## src/rtl/ps2_host_tx.sv

```systemverilog
// PS/2 host-to-device command transmitter with open-drain output enables and an interrupt handshake.
// Optional feature: define PS2_TX_RETRY_EN to retry a failed byte up to two more times before reporting tx_error.
module ps2_host_tx #(
  parameter int CLK_HZ      = 100_000_000,
  parameter int INHIBIT_CYC = CLK_HZ / 100_000 * 12,
  parameter int TIMEOUT_CYC = CLK_HZ / 1_000 * 15,
  parameter int FILTER_LEN  = 8
) (
  input  logic       CLK_Nexys,
  input  logic       reset,
  input  logic [7:0] tx_data,
  input  logic       tx_start,
  input  logic       interrupt_paro,
  input  logic       ps2_clk_in,
  input  logic       ps2_data_in,
  output logic       ps2_clk_oe,
  output logic       ps2_data_oe,
  output logic       tx_busy,
  output logic       tx_done,
  output logic       tx_error,
  output logic       interrupt
);

  localparam int IW = $clog2(INHIBIT_CYC + 1);
  localparam int TW = $clog2(TIMEOUT_CYC + 1);
  localparam logic [IW-1:0] INH_LAST = IW'(INHIBIT_CYC - 1);
  localparam logic [TW-1:0] TO_LAST  = TW'(TIMEOUT_CYC - 1);

  typedef enum logic [2:0] {IDLE, INHIBIT, REQ, SEND, ACK, WAIT_REL, DONE, ERR} state_t;

  state_t              state, state_n;
  logic [1:0]          clk_sync, data_sync;
  logic [FILTER_LEN-1:0] clk_hist;
  logic                clk_filt, clk_filt_d, fall, data_s;
  logic [7:0]          data_q, data_n;
  logic [9:0]          shift, shift_n;
  logic [3:0]          bit_cnt, bit_cnt_n;
  logic [IW-1:0]       inh_cnt, inh_cnt_n;
  logic [TW-1:0]       to_cnt, to_cnt_n;
  logic                clk_oe_n, data_oe_n, busy_n, done_n, err_n, fail;
`ifdef PS2_TX_RETRY_EN
  logic [1:0]          retry, retry_n;
`endif

  assign data_s = data_sync[1];
  assign fall   = clk_filt_d & ~clk_filt;

  // Synchronizers and clock glitch filter: the filtered level only moves after FILTER_LEN agreeing samples.
  always_ff @(posedge CLK_Nexys or posedge reset) begin
    if (reset) begin
      clk_sync   <= 2'b11;
      data_sync  <= 2'b11;
      clk_hist   <= '1;
      clk_filt   <= 1'b1;
      clk_filt_d <= 1'b1;
    end else begin
      clk_sync   <= {clk_sync[0], ps2_clk_in};
      data_sync  <= {data_sync[0], ps2_data_in};
      clk_hist   <= {clk_hist[FILTER_LEN-2:0], clk_sync[1]};
      clk_filt_d <= clk_filt;
      if (&clk_hist)
        clk_filt <= 1'b1;
      else if (~|clk_hist)
        clk_filt <= 1'b0;
    end
  end

  always_ff @(posedge CLK_Nexys or posedge reset) begin
    if (reset) begin
      state       <= IDLE;
      data_q      <= '0;
      shift       <= '0;
      bit_cnt     <= '0;
      inh_cnt     <= '0;
      to_cnt      <= '0;
      ps2_clk_oe  <= 1'b0;
      ps2_data_oe <= 1'b0;
      tx_busy     <= 1'b0;
      tx_done     <= 1'b0;
      tx_error    <= 1'b0;
      interrupt   <= 1'b0;
    end else begin
      state       <= state_n;
      data_q      <= data_n;
      shift       <= shift_n;
      bit_cnt     <= bit_cnt_n;
      inh_cnt     <= inh_cnt_n;
      to_cnt      <= to_cnt_n;
      ps2_clk_oe  <= clk_oe_n;
      ps2_data_oe <= data_oe_n;
      tx_busy     <= busy_n;
      tx_done     <= done_n;
      tx_error    <= err_n;
      // Acknowledge wins over a simultaneous new completion.
      if (interrupt_paro)
        interrupt <= 1'b0;
      else if (state == DONE || state == ERR)
        interrupt <= 1'b1;
    end
  end

`ifdef PS2_TX_RETRY_EN
  always_ff @(posedge CLK_Nexys or posedge reset) begin
    if (reset)
      retry <= '0;
    else
      retry <= retry_n;
  end
`endif

  always_comb begin
    state_n   = state;
    data_n    = data_q;
    shift_n   = shift;
    bit_cnt_n = bit_cnt;
    inh_cnt_n = inh_cnt;
    to_cnt_n  = to_cnt;
    clk_oe_n  = ps2_clk_oe;
    data_oe_n = ps2_data_oe;
    busy_n    = tx_busy;
    done_n    = 1'b0;
    err_n     = 1'b0;
    fail      = 1'b0;
`ifdef PS2_TX_RETRY_EN
    retry_n   = retry;
`endif

    if (state == SEND || state == ACK || state == WAIT_REL) begin
      to_cnt_n = fall ? '0 : to_cnt + 1'b1;
      if (!fall && to_cnt == TO_LAST)
        fail = 1'b1;
    end

    case (state)
      IDLE: begin
        if (tx_start) begin
          data_n    = tx_data;
          busy_n    = 1'b1;
          clk_oe_n  = 1'b1;
          inh_cnt_n = '0;
`ifdef PS2_TX_RETRY_EN
          retry_n   = '0;
`endif
          state_n   = INHIBIT;
        end
      end
      INHIBIT: begin
        if (inh_cnt == INH_LAST) begin
          data_oe_n = 1'b1;
          state_n   = REQ;
        end else begin
          inh_cnt_n = inh_cnt + 1'b1;
        end
      end
      REQ: begin
        clk_oe_n  = 1'b0;
        bit_cnt_n = '0;
        to_cnt_n  = '0;
        shift_n   = {1'b1, ~^data_q, data_q};
        state_n   = SEND;
      end
      SEND: begin
        // Device falls 1..10 each expose the next frame bit; fall 10 puts out the stop bit.
        if (fall) begin
          data_oe_n = ~shift[0];
          shift_n   = {1'b0, shift[9:1]};
          bit_cnt_n = bit_cnt + 1'b1;
          if (bit_cnt == 4'd9)
            state_n = ACK;
        end
      end
      ACK: begin
        if (fall) begin
          if (data_s)
            fail = 1'b1;
          else
            state_n = WAIT_REL;
        end
      end
      WAIT_REL: begin
        if (clk_filt && data_s)
          state_n = DONE;
      end
      DONE: begin
        done_n  = 1'b1;
        busy_n  = 1'b0;
        state_n = IDLE;
      end
      ERR: begin
        err_n     = 1'b1;
        busy_n    = 1'b0;
        clk_oe_n  = 1'b0;
        data_oe_n = 1'b0;
        state_n   = IDLE;
      end
      default: state_n = IDLE;
    endcase

    if (fail) begin
      clk_oe_n  = 1'b0;
      data_oe_n = 1'b0;
      state_n   = ERR;
`ifdef PS2_TX_RETRY_EN
      if (retry < 2'd2) begin
        retry_n   = retry + 1'b1;
        clk_oe_n  = 1'b1;
        inh_cnt_n = '0;
        state_n   = INHIBIT;
      end
`endif
    end
  end

endmodule

```

## config.mk

```make
export PLATFORM = sky130hd
export DESIGN_NAME = ps2_host_tx
export DESIGN_NICKNAME = d
export VERILOG_FILES = /design/src/rtl/ps2_host_tx.sv
export SDC_FILE = /design/constraint.sdc
export NUM_CORES = 1
export LEC_CHECK = 0
export ABC_CLOCK_PERIOD_IN_PS = 7600
export CORE_MARGIN = 2
export CORE_UTILIZATION = 50
export DETAILED_ROUTE_END_ITERATION = 10
export HOLD_SLACK_MARGIN = 0.1
export PLACE_DENSITY = 0.7
export SYNTH_ARGS = -nofsm -noshare
export SYNTH_HDL_FRONTEND = slang
export SYNTH_SLANG_ARGS = --single-unit
export TNS_END_PERCENT = 100
```

## constraint.sdc

```tcl
create_clock -name CLK_Nexys -period 7.6 [get_ports CLK_Nexys]
set_input_delay 1.9 -clock CLK_Nexys [delete_from_list [all_inputs] [get_ports CLK_Nexys]]
set_output_delay 1.9 -clock CLK_Nexys [all_outputs]
set_load 0.005 [all_outputs]
```

==> results of run 1 <==
## power by group through the flow
stage               Sequential [uW]  Clock [uW]  Combinational [uW]
floorplan                       580           0                 417
detailed placement              629           0                 499
CTS                             622         362                 502
global placement                624           0                 490
finish                          623         355                 500
global route                    637         382                 576
## per-layer routing
| layer | wire length (um) | up-vias |
|---|---|---|
| met1 | 3990 | 1533 |
| met3 | 327 | 12 |
| li1 | - | 1557 |
| met2 | 3820 | 53 |
| met5 | 0 | - |
| met4 | 123 | 0 |
## through the flow
| step | util | setup slack (ps) | std cells | total power [uW] | hold WS, ps |
|---|---|---|---|---|---|
| finish | 0.581 | 3570 | 551 | 1480 | 358 |
| global route | 0.581 | 3390 | 551 | 1600 | 370 |
| CTS | 0.581 | 3560 | 551 | 1490 | 359 |
| detailed placement | 0.551 | 3200 | 535 | 1130 | 347 |
| global placement | 0.551 | 3360 | 535 | 1110 | 346 |
| floorplan | - | 3670 | 435 | 997 | 345 |
## flip-flops by register name, summed over array words and instances, names as in the netlist, 2 cells and up
register,cells
data_sync,2
data_q,8
state,3
clk_sync,2
shift,10
clk_hist,8
bit_cnt,4
inh_cnt,14
to_cnt,21
## kinds of logic (layout without fill, tap and decap cells)
family,after synthesis,count (layout),share of synthesized area
and+or+nand+nor,199,199,0.245
DFF,80,80,0.499
AOI/OAI and AO/OA,77,77,0.118
buffers and inverters,33,47,0.0315
xor gates and xnor gates,30,30,0.0649
muxes,12,12,0.0300
adders and majority gates,4,4,0.0124
## area by class of cell
type / count / area [um2]
fillers: 695 / 3270
inverters: 7 / 27.5
flip-flops and latches: 80 / 2020
clock buffers: 10 / 138
clock inverters: 6 / 91.3
repair buffers: 24 / 228
multi-input cells: 322 / 1900
well taps: 102 / 128
## placed cells by master, fill, tap and decap left out, types with 11 or more instances in the layout
cell,Yosys,final
nor3_1,12,12
dfrtp_1,66,66
a21oi_1,20,20
o21ai_0,26,26
nand2_1,59,59
nor2_1,48,48
clkdlybuf4s50_1,0,19
mux2i_1,11,11
nor4_1,11,11
nand3_1,18,18
dfstp_2,14,14
xnor2_1,23,23
## final timing paths
| check | to | slack [ps] | cells after the start |
|---|---|---|---|
| max | inh_cnt[10] | 3570 | 6 |
| min | clk_hist[0] | 360 | 0 |
| max reg2reg | state[2] | 4530 | 5 |
| min reg2reg | clk_hist[0] | 360 | 0 |
| max in group asynchronous | to_cnt[10] | 4810 | 3 |
| min in group asynchronous | inh_cnt[9] | 2180 | 3 |
==> reports/results.txt, run 1 <==
outcome -> finished, final reports clean
Most Crowded Layer GR -> met2
post-detail-place hpwl -> 5.53 mm
clock skew -> 10.5 ps
Clk pin slew, worst setup/hold paths -> 80 ps
final net count -> 462
fmax -> 0.248 GHz
Switching Fraction -> 0.371
combinational power share -> 0.338
Yosys top cell area share -> 0.408
PortBufs -> 19
Tmin final -> 4030 ps
first-pass GRT wire length -> 14.8 mm
die width -> 94 um
antenna viol nets, final -> 0
post-placement cell area -> 0.00431 mm2
# diodes -> 0
WP buf/inv -> 1
Pins Over Slew Limit -> 0
sw power -> 548 uW
wire per inst -> 15.0 um
# setup viols final -> 0
list of most frequent post-synthesis cells -> dfrtp_1, nand2_1, nor2_1
CTS max path bufs -> 2
Rows -> 32
Max Cap Violations -> 0
DRT Pass-1 Iters -> 4
largest net degree at the start of global routing -> 81
Clock Latency Late Sink -> 350 ps
worst-margin pin slew -> 981 ps
drt first-iter violations -> 120
design area -> 0.00453 mm2
ranking of synthesized cells by area -> dfrtp_1, dfstp_2, nand2_1, xnor2_1, nor2_1
Root Buffer -> clkbuf_8
Mapped Nets -> 453
synthesized cell area -> 0.00405 mm2
Reg power frac -> 0.421
die height -> 94 um
#FFs+latches synth -> 80
Hold Vio Cnt, Final -> 0
crit-path leading delay family -> simple AND/OR/NAND/NOR gates
Critical Path End Type -> register
Total Routing Usage GR -> 0.209
initial core utilization -> 0.519
cts bufs inserted -> 9
# clock sinks -> 80
Internal Power -> 931 uW
Hold-fix buffers, CTS -> 0
Post-synth EDFFs -> 0
FFs w/ async S/R, synth -> 1.00
gpl congestion -> 0.839
CORE AREA -> 0.00781 mm2
CTS tree -> built
post-cts sizing count -> 0
DR DRC count -> 0
critical path peak fanout -> 12
H-tree depth -> 3
CP Launch Type -> input port
Max-Slew Margin vs Limit -> 0.346
slowest CP cell -> or4b_2
Syn Area/Cell -> 9.31 um2
grt ovf -> 0
Final period util -> 0.530
PwrDens -> 326 mW/mm2
postcts setup bufs -> 0
top-count cell post-synth -> dfrtp_1
Reg-to-Reg Start -> state[1]
Critical Path RT -> 7800 ps
worst setup path startpoint -> tx_start
Top FF cell, synth -> dfrtp_1
initial antenna violation count -> 0
routed vias/inst -> 5.73
sequential fraction of the synthesis area -> 0.499
met1 usage in global routing -> 0.297
die footprint -> 0.00884 mm2
CP Cell Sequence -> clkdlybuf4s50_1, or4b_2, a211oi_1, nand3_1, xor2_1, nor2_1
Synth area leader -> dfrtp_1
Leak Pwr -> 0.00192 uW
Worst Hold Launch -> clk_sync[1]
synthesized instance count -> 435
Max stage delay on crit path -> 770 ps
Cell variety after synth -> 53
total negative slack -> 0 ps
layout cells sized above 1 -> 0.0913
number of top-level pins -> 20
Crit Path Class -> input port to register
yosys warns -> 0
crit path DAT -> 4230 ps
grt met3 use -> 0.0474
GR Layer Usage met2 -> 0.318
Max IR drop VDD -> 0.204 mV
RSZ-0062 raised after global routing -> false
total routed wirelength -> 8.27 mm
HP Class -> register to register
vias in the first global route -> 3147
via count -> 3155
Clock power frac -> 0.240
Layout area overhead -> 12.0%
No activity file was read; power rests on OpenSTA's default activity.
==> run 2: changes to the inputs <==
ABC_CLOCK_PERIOD_IN_PS = 3900   (was 7600)
clock period = 3.9 ns   (was 7.6 ns; I/O delays follow)
==> run 2 against run 1 <==
Effect of this change:
- sequential cell count unchanged
- power grew 87%
- utilization down 0.34 points
- first-iteration DRC count is 58% higher
- via count rose by 1.2%
- largest cell class unchanged
==> reports/results.txt, run 2 (synthesis results as in run 1) <==
Pins Over Slew Limit -> 0 (unchanged)
PwrDens -> 614 mW/mm2 (+88%)
gpl congestion -> 0.860 (+2.5%)
Hold Path Depth -> 0 (unchanged)
via count -> 3193 (+1.2%)
Crit Path Class -> input port to register
# diodes -> 0 (unchanged)
Clock Latency Late Sink -> 360 ps (about the same)
total negative slack -> 0 ps (unchanged)
wire per inst -> 15.2 um (+1.5%)
die width -> 94 um (unchanged)
number of top-level pins -> 20 (unchanged)
die footprint -> 0.00884 mm2 (unchanged)
die height -> 94 um (unchanged)
RSZ-0062 raised after global routing -> false
postcts setup bufs -> 0 (unchanged)
Max IR drop VDD -> 0.465 mV (+130%)
Worst Reg-to-Reg Cells -> 5 (unchanged)
Rows -> 32 (unchanged)
Root Buffer -> clkbuf_8
r2r setup slk -> 1060 ps (-3470 ps)
grt ovf -> 0 (unchanged)
max reg flops -> 21 (unchanged)
WHS Endpoint -> clk_sync[1]
initial antenna violation count -> 0 (unchanged)
fmax -> 0.325 GHz
# clock sinks -> 80 (unchanged)
most frequent cells in the layout -> dfrtp_1, nand2_1, nor2_1, o21ai_0, xnor2_1
layout cells sized above 1 -> 0.0973 (+0.00603)
cts bufs inserted -> 9 (unchanged)
total routed wirelength -> 8.44 mm (+2.1%)
critical path peak fanout -> 12 (unchanged)
CP Launch Type -> input port
Critical Path RT -> 4100 ps (-3700 ps)
largest registers -> to_cnt x21, inh_cnt x14, shift x10
# setup viols final -> 0 (unchanged)
pre-CTS setup slack -> 480 ps (-2720 ps)
largest net degree at the start of global routing -> 35 (-57%)
Max-Slew Margin vs Limit -> 0.436 (+0.0902)
Hold-fix buffers, CTS -> 0 (unchanged)
total power draw -> 2770 uW (+87%)
post-cts sizing count -> 0 (unchanged)
CTS tree -> built
Worst Hold Launch -> clk_sync[0]
Leak Pwr -> 0.00190 uW (-0.66%)
Layout area overhead -> 11.3%
routed vias/inst -> 5.76 (+0.66%)
first-pass GRT wire length -> 15.0 mm (+1.1%)
CORE AREA -> 0.00781 mm2 (unchanged)
Critical Path End Type -> register
leading cell type in the layout, fill and taps excluded -> dfrtp_1
DRT Pass-1 Iters -> 4 (unchanged)
RR Endpoint -> inh_cnt[10]
clock skew -> 13.4 ps (+2.91 ps)
post-detail-place hpwl -> 5.78 mm (+4.5%)
Tmin final -> 3080 ps
worst setup path startpoint -> tx_start
outcome -> finished, final reports clean
worst-margin pin slew -> 846 ps (-135 ps)
Total Routing Usage GR -> 0.214 (+0.00446)
crit path DAT -> 3280 ps (-950 ps)
antenna viol nets, final -> 0 (unchanged)
Max Cap Violations -> 0 (unchanged)
final net count -> 465 (+0.65%)
Reg-to-Reg Start -> state[1]
Final period util -> 0.789
Clk pin slew, worst setup/hold paths -> 80 ps (about the same)
Hold Vio Cnt, Final -> 0 (unchanged)
vias in the first global route -> 3139 (-0.25%)
PortBufs -> 19 (unchanged)
largest register by flop count -> to_cnt
final critical-path setup slack -> 823 ps (-2750 ps)
initial core utilization -> 0.519 (unchanged)
DR DRC count -> 0 (unchanged)
CTS max path bufs -> 2 (unchanged)
HP Class -> register to register
H-tree depth -> 3 (unchanged)
drt first-iter violations -> 190 (+58%)
[run 2: cell count changes in the layout (fill, tap and decap cells not counted), sizes merged]
cell,change
inv,+1
clkbuf,-1
clkinv,+1
bufinv,-2
clkinvlp,+1
buf,+3
[run 2: cell type report]
type / instances / area (um2)
clock buffer: 9 / 124
clock inverter: 7 / 56.3
fill: 696 / 3300
inverter: 7 / 27.5
multi-input combinational: 322 / 1900
sequential: 80 / 2020
tap: 102 / 128
timing repair buffer: 27 / 250
[run 2: per-stage QoR]
step | utilization | hold slack, ps | std cells | instance area [um2]
2_1_floorplan | - | 345 | 435 | 4050
3_3_place_gp | 0.554 | 346 | 538 | 4330
3_5_place_dp | 0.554 | 348 | 538 | 4330
4_1_cts | 0.577 | 359 | 554 | 4510
5_1_grt | 0.577 | 362 | 554 | 4510
6_report | 0.577 | 358 | 554 | 4510
[run 2: worst max-delay path, stage by stage]
cell and delay (ps):
clkdlybuf4s50_1 500, or4b_2 770, a211oi_1 630, nand3_1 180
xor2_1 180, nor2_1 50
[run 2: worst max-delay path by stage]
stage | end | cells after the start | slack, ps
after floorplan | bit_cnt[0] | 1 | 900
after global placement | inh_cnt[10] | 6 | 590
after detailed placement | inh_cnt[10] | 6 | 480
after CTS | inh_cnt[10] | 6 | 840
after global routing | inh_cnt[10] | 6 | 660
final | inh_cnt[10] | 6 | 820
[run 2: power by group]
| group | switching [uW] | total (uW) | leakage (uW) | internal (uW) |
|---|---|---|---|---|
| combinational | 546 | 979 | 0.000805 | 433 |
| sequential | 216 | 1230 | 0.00101 | 1010 |
| clock | 325 | 562 | 0.0000902 | 238 |
| total | 1090 | 2770 | 0.00190 | 1680 |
[run 2: layer usage]
layer	global-route usage	wire length, um
met5	0	0
met3	0.0393	342
met4	0.0676	102
met2	0.338	4000
met1	0.299	3990
==> run 3: changes to the inputs <==
ABC_CLOCK_PERIOD_IN_PS = 2800   (was 3900)
PLACE_DENSITY = 0.73   (was 0.7)
clock period = 2.8 ns   (was 3.9 ns; I/O delays follow)
==> run 3 against run 2 <==
Effect of this change:
- design area grew 2.3%
- combinational power is 56% higher
- first-iteration DRC count down 6.3%
- sequential power rose by 31%
- routed wire length decreased by 2.0%
- clock power up 66%
==> reports/results.txt, run 3 (synthesis results as in run 1) <==
first-pass GRT wire length -> 14.9 mm (-0.55%)
Crit Path Class -> input port to register
RSZ-0062 raised after global routing -> false
Max stage delay on crit path -> 630 ps (-140 ps)
CTS max path bufs -> 2 (unchanged)
die width -> 94 um (unchanged)
met1 usage in global routing -> 0.295 (-0.00400)
final-layout fill cell count -> 682 (-2.0%)
die height -> 94 um (unchanged)
Max IR drop VDD -> 0.578 mV (+24%)
Root Buffer -> clkbuf_8
post-cts sizing count -> 0 (unchanged)
final net count -> 472 (+1.5%)
routed vias/inst -> 5.70 (-1.1%)
most frequent cells in the layout -> dfrtp_1, nand2_1, nor2_1, o21ai_0, xnor2_1
largest net degree at the start of global routing -> 38 (+8.6%)
PortBufs -> 19 (unchanged)
leading cell type in the layout, fill and taps excluded -> dfrtp_1
worst-margin pin slew -> 711 ps (-135 ps)
Reg-to-Reg Start -> to_cnt[0]
total negative slack -> 0 ps (unchanged)
CORE AREA -> 0.00781 mm2 (unchanged)
GR Layer Usage met2 -> 0.335 (-0.00357)
Layout area overhead -> 13.9%
total routed wirelength -> 8.27 mm (-2.0%)
die footprint -> 0.00884 mm2 (unchanged)
drt first-iter violations -> 178 (-6.3%)
Crit path depth -> 7 (+1)
# diodes -> 0 (unchanged)
initial core utilization -> 0.519 (unchanged)
outcome -> finished, final reports clean
Tmin final -> 2320 ps
grt met3 use -> 0.0465 (+0.00722)
fmax -> 0.432 GHz
initial antenna violation count -> 0 (unchanged)
Clock Latency Late Sink -> 360 ps (about the same)
Max Cap Violations -> 0 (unchanged)
Rows -> 32 (unchanged)
slowest CP cell -> or4b_2
worst setup path startpoint -> tx_start
DR DRC count -> 0 (unchanged)
Max-Slew Margin vs Limit -> 0.521 (+0.0849)
Final period util -> 0.827
Critical Path End Type -> register
# setup viols final -> 0 (unchanged)
cts bufs inserted -> 9 (unchanged)
PwrDens -> 884 mW/mm2 (+44%)
number of top-level pins -> 20 (unchanged)
wire per inst -> 14.7 um (-3.2%)
CTS tree -> built
crit-path leading delay family -> simple AND/OR/NAND/NOR gates
HP Class -> register to register
CP Launch Type -> input port
Hold-fix buffers, CTS -> 0 (unchanged)
r2r setup slk -> 520 ps (-540 ps)
# clock sinks -> 80 (unchanged)
crit path DAT -> 2560 ps (-720 ps)
DRT Pass-1 Iters -> 5 (+1)
WP buf/inv -> 2 (+1)
Leak Pwr -> 0.00196 uW (+3.0%)
Critical Path Sink -> inh_cnt[10]
antenna viol nets, final -> 0 (unchanged)
gpl congestion -> 0.854 (-0.77%)
postcts setup bufs -> 0 (unchanged)
Most Crowded Layer GR -> met2
largest registers -> to_cnt x21, inh_cnt x14, shift x10
Critical Path RT -> 3040 ps (-1060 ps)
Worst Reg-to-Reg Cells -> 6 (+1)
layout cells sized above 1 -> 0.111 (+0.0138)
Total Routing Usage GR -> 0.214 (about the same)
max reg flops -> 21 (unchanged)
total power draw -> 4080 uW (+47%)
Hold Vio Cnt, Final -> 0 (unchanged)
via count -> 3198 (+0.16%)
RR Endpoint -> state[2]
grt ovf -> 0 (unchanged)
vias in the first global route -> 3158 (+0.61%)
post-detail-place hpwl -> 5.73 mm (-0.87%)
clock skew -> 8.16 ps (-5.27 ps)
Clk pin slew, worst setup/hold paths -> 80 ps (about the same)
H-tree depth -> 3 (unchanged)
CP Cell Sequence -> clkdlybuf4s50_1, or4b_2, a211oi_1, buf_4, nand3_1, xor2_1, nor2_1
critical path peak fanout -> 4 (-8)
Pins Over Slew Limit -> 0 (unchanged)
largest register by flop count -> to_cnt
-- run 3: changes by cell type in the layout (fill, tap and decap cells not counted) --
| cell | before | now |
|---|---|---|
| buf_4 | 8 | 14 |
| bufinv_16 | 0 | 2 |
| clkinv_4 | 3 | 1 |
| buf_12 | 0 | 1 |
| clkinv_2 | 2 | 3 |
| inv_6 | 2 | 1 |
-- run 3: area by class of cell --
type,instances,area (um2),share of cell area
clock buffers,9,124,0.0269
clock inverters,7,95.1,0.0206
inverters,7,27.5,0.00597
multi-input cells,322,1900,0.413
flip-flops and latches,80,2020,0.438
well taps,102,128,0.0277
repair buffers,34,315,0.0684
-- run 3: per-stage QoR --
stage	hold WS (ps)	setup WS, ps	util	area [um2]	cells
after floorplan	345	71.4	-	4050	435
after global placement	346	139	0.563	4390	545
after detailed placement	347	91.3	0.563	4390	545
after CTS	358	481	0.591	4610	561
after global routing	362	336	0.591	4610	561
final	357	484	0.591	4610	561
-- run 3: where the power goes --
part           switching (uW)  internal, uW
Combinational             878           651
Sequential                205          1410
Clock                     430           503
Total                    1510          2560
-- run 3: worst min-delay path by stage --
stage               slack, ps         from           to  depth (start not counted)
floorplan                 350  clk_sync[1]  clk_hist[0]                          0
global placement          350  clk_sync[0]  clk_sync[1]                          0
detailed placement        350  clk_sync[1]  clk_hist[0]                          0
CTS                       360  clk_sync[1]  clk_hist[0]                          0
global route              360  clk_sync[1]  clk_hist[0]                          0
finish                    360  clk_sync[1]  clk_hist[0]                          0
-- run 3: layer usage --
layer	vias to the layer above	wire length [um]
li1	1578	-
met3	10	340
met4	0	114
met5	-	0
met1	1534	3820
met2	76	4000
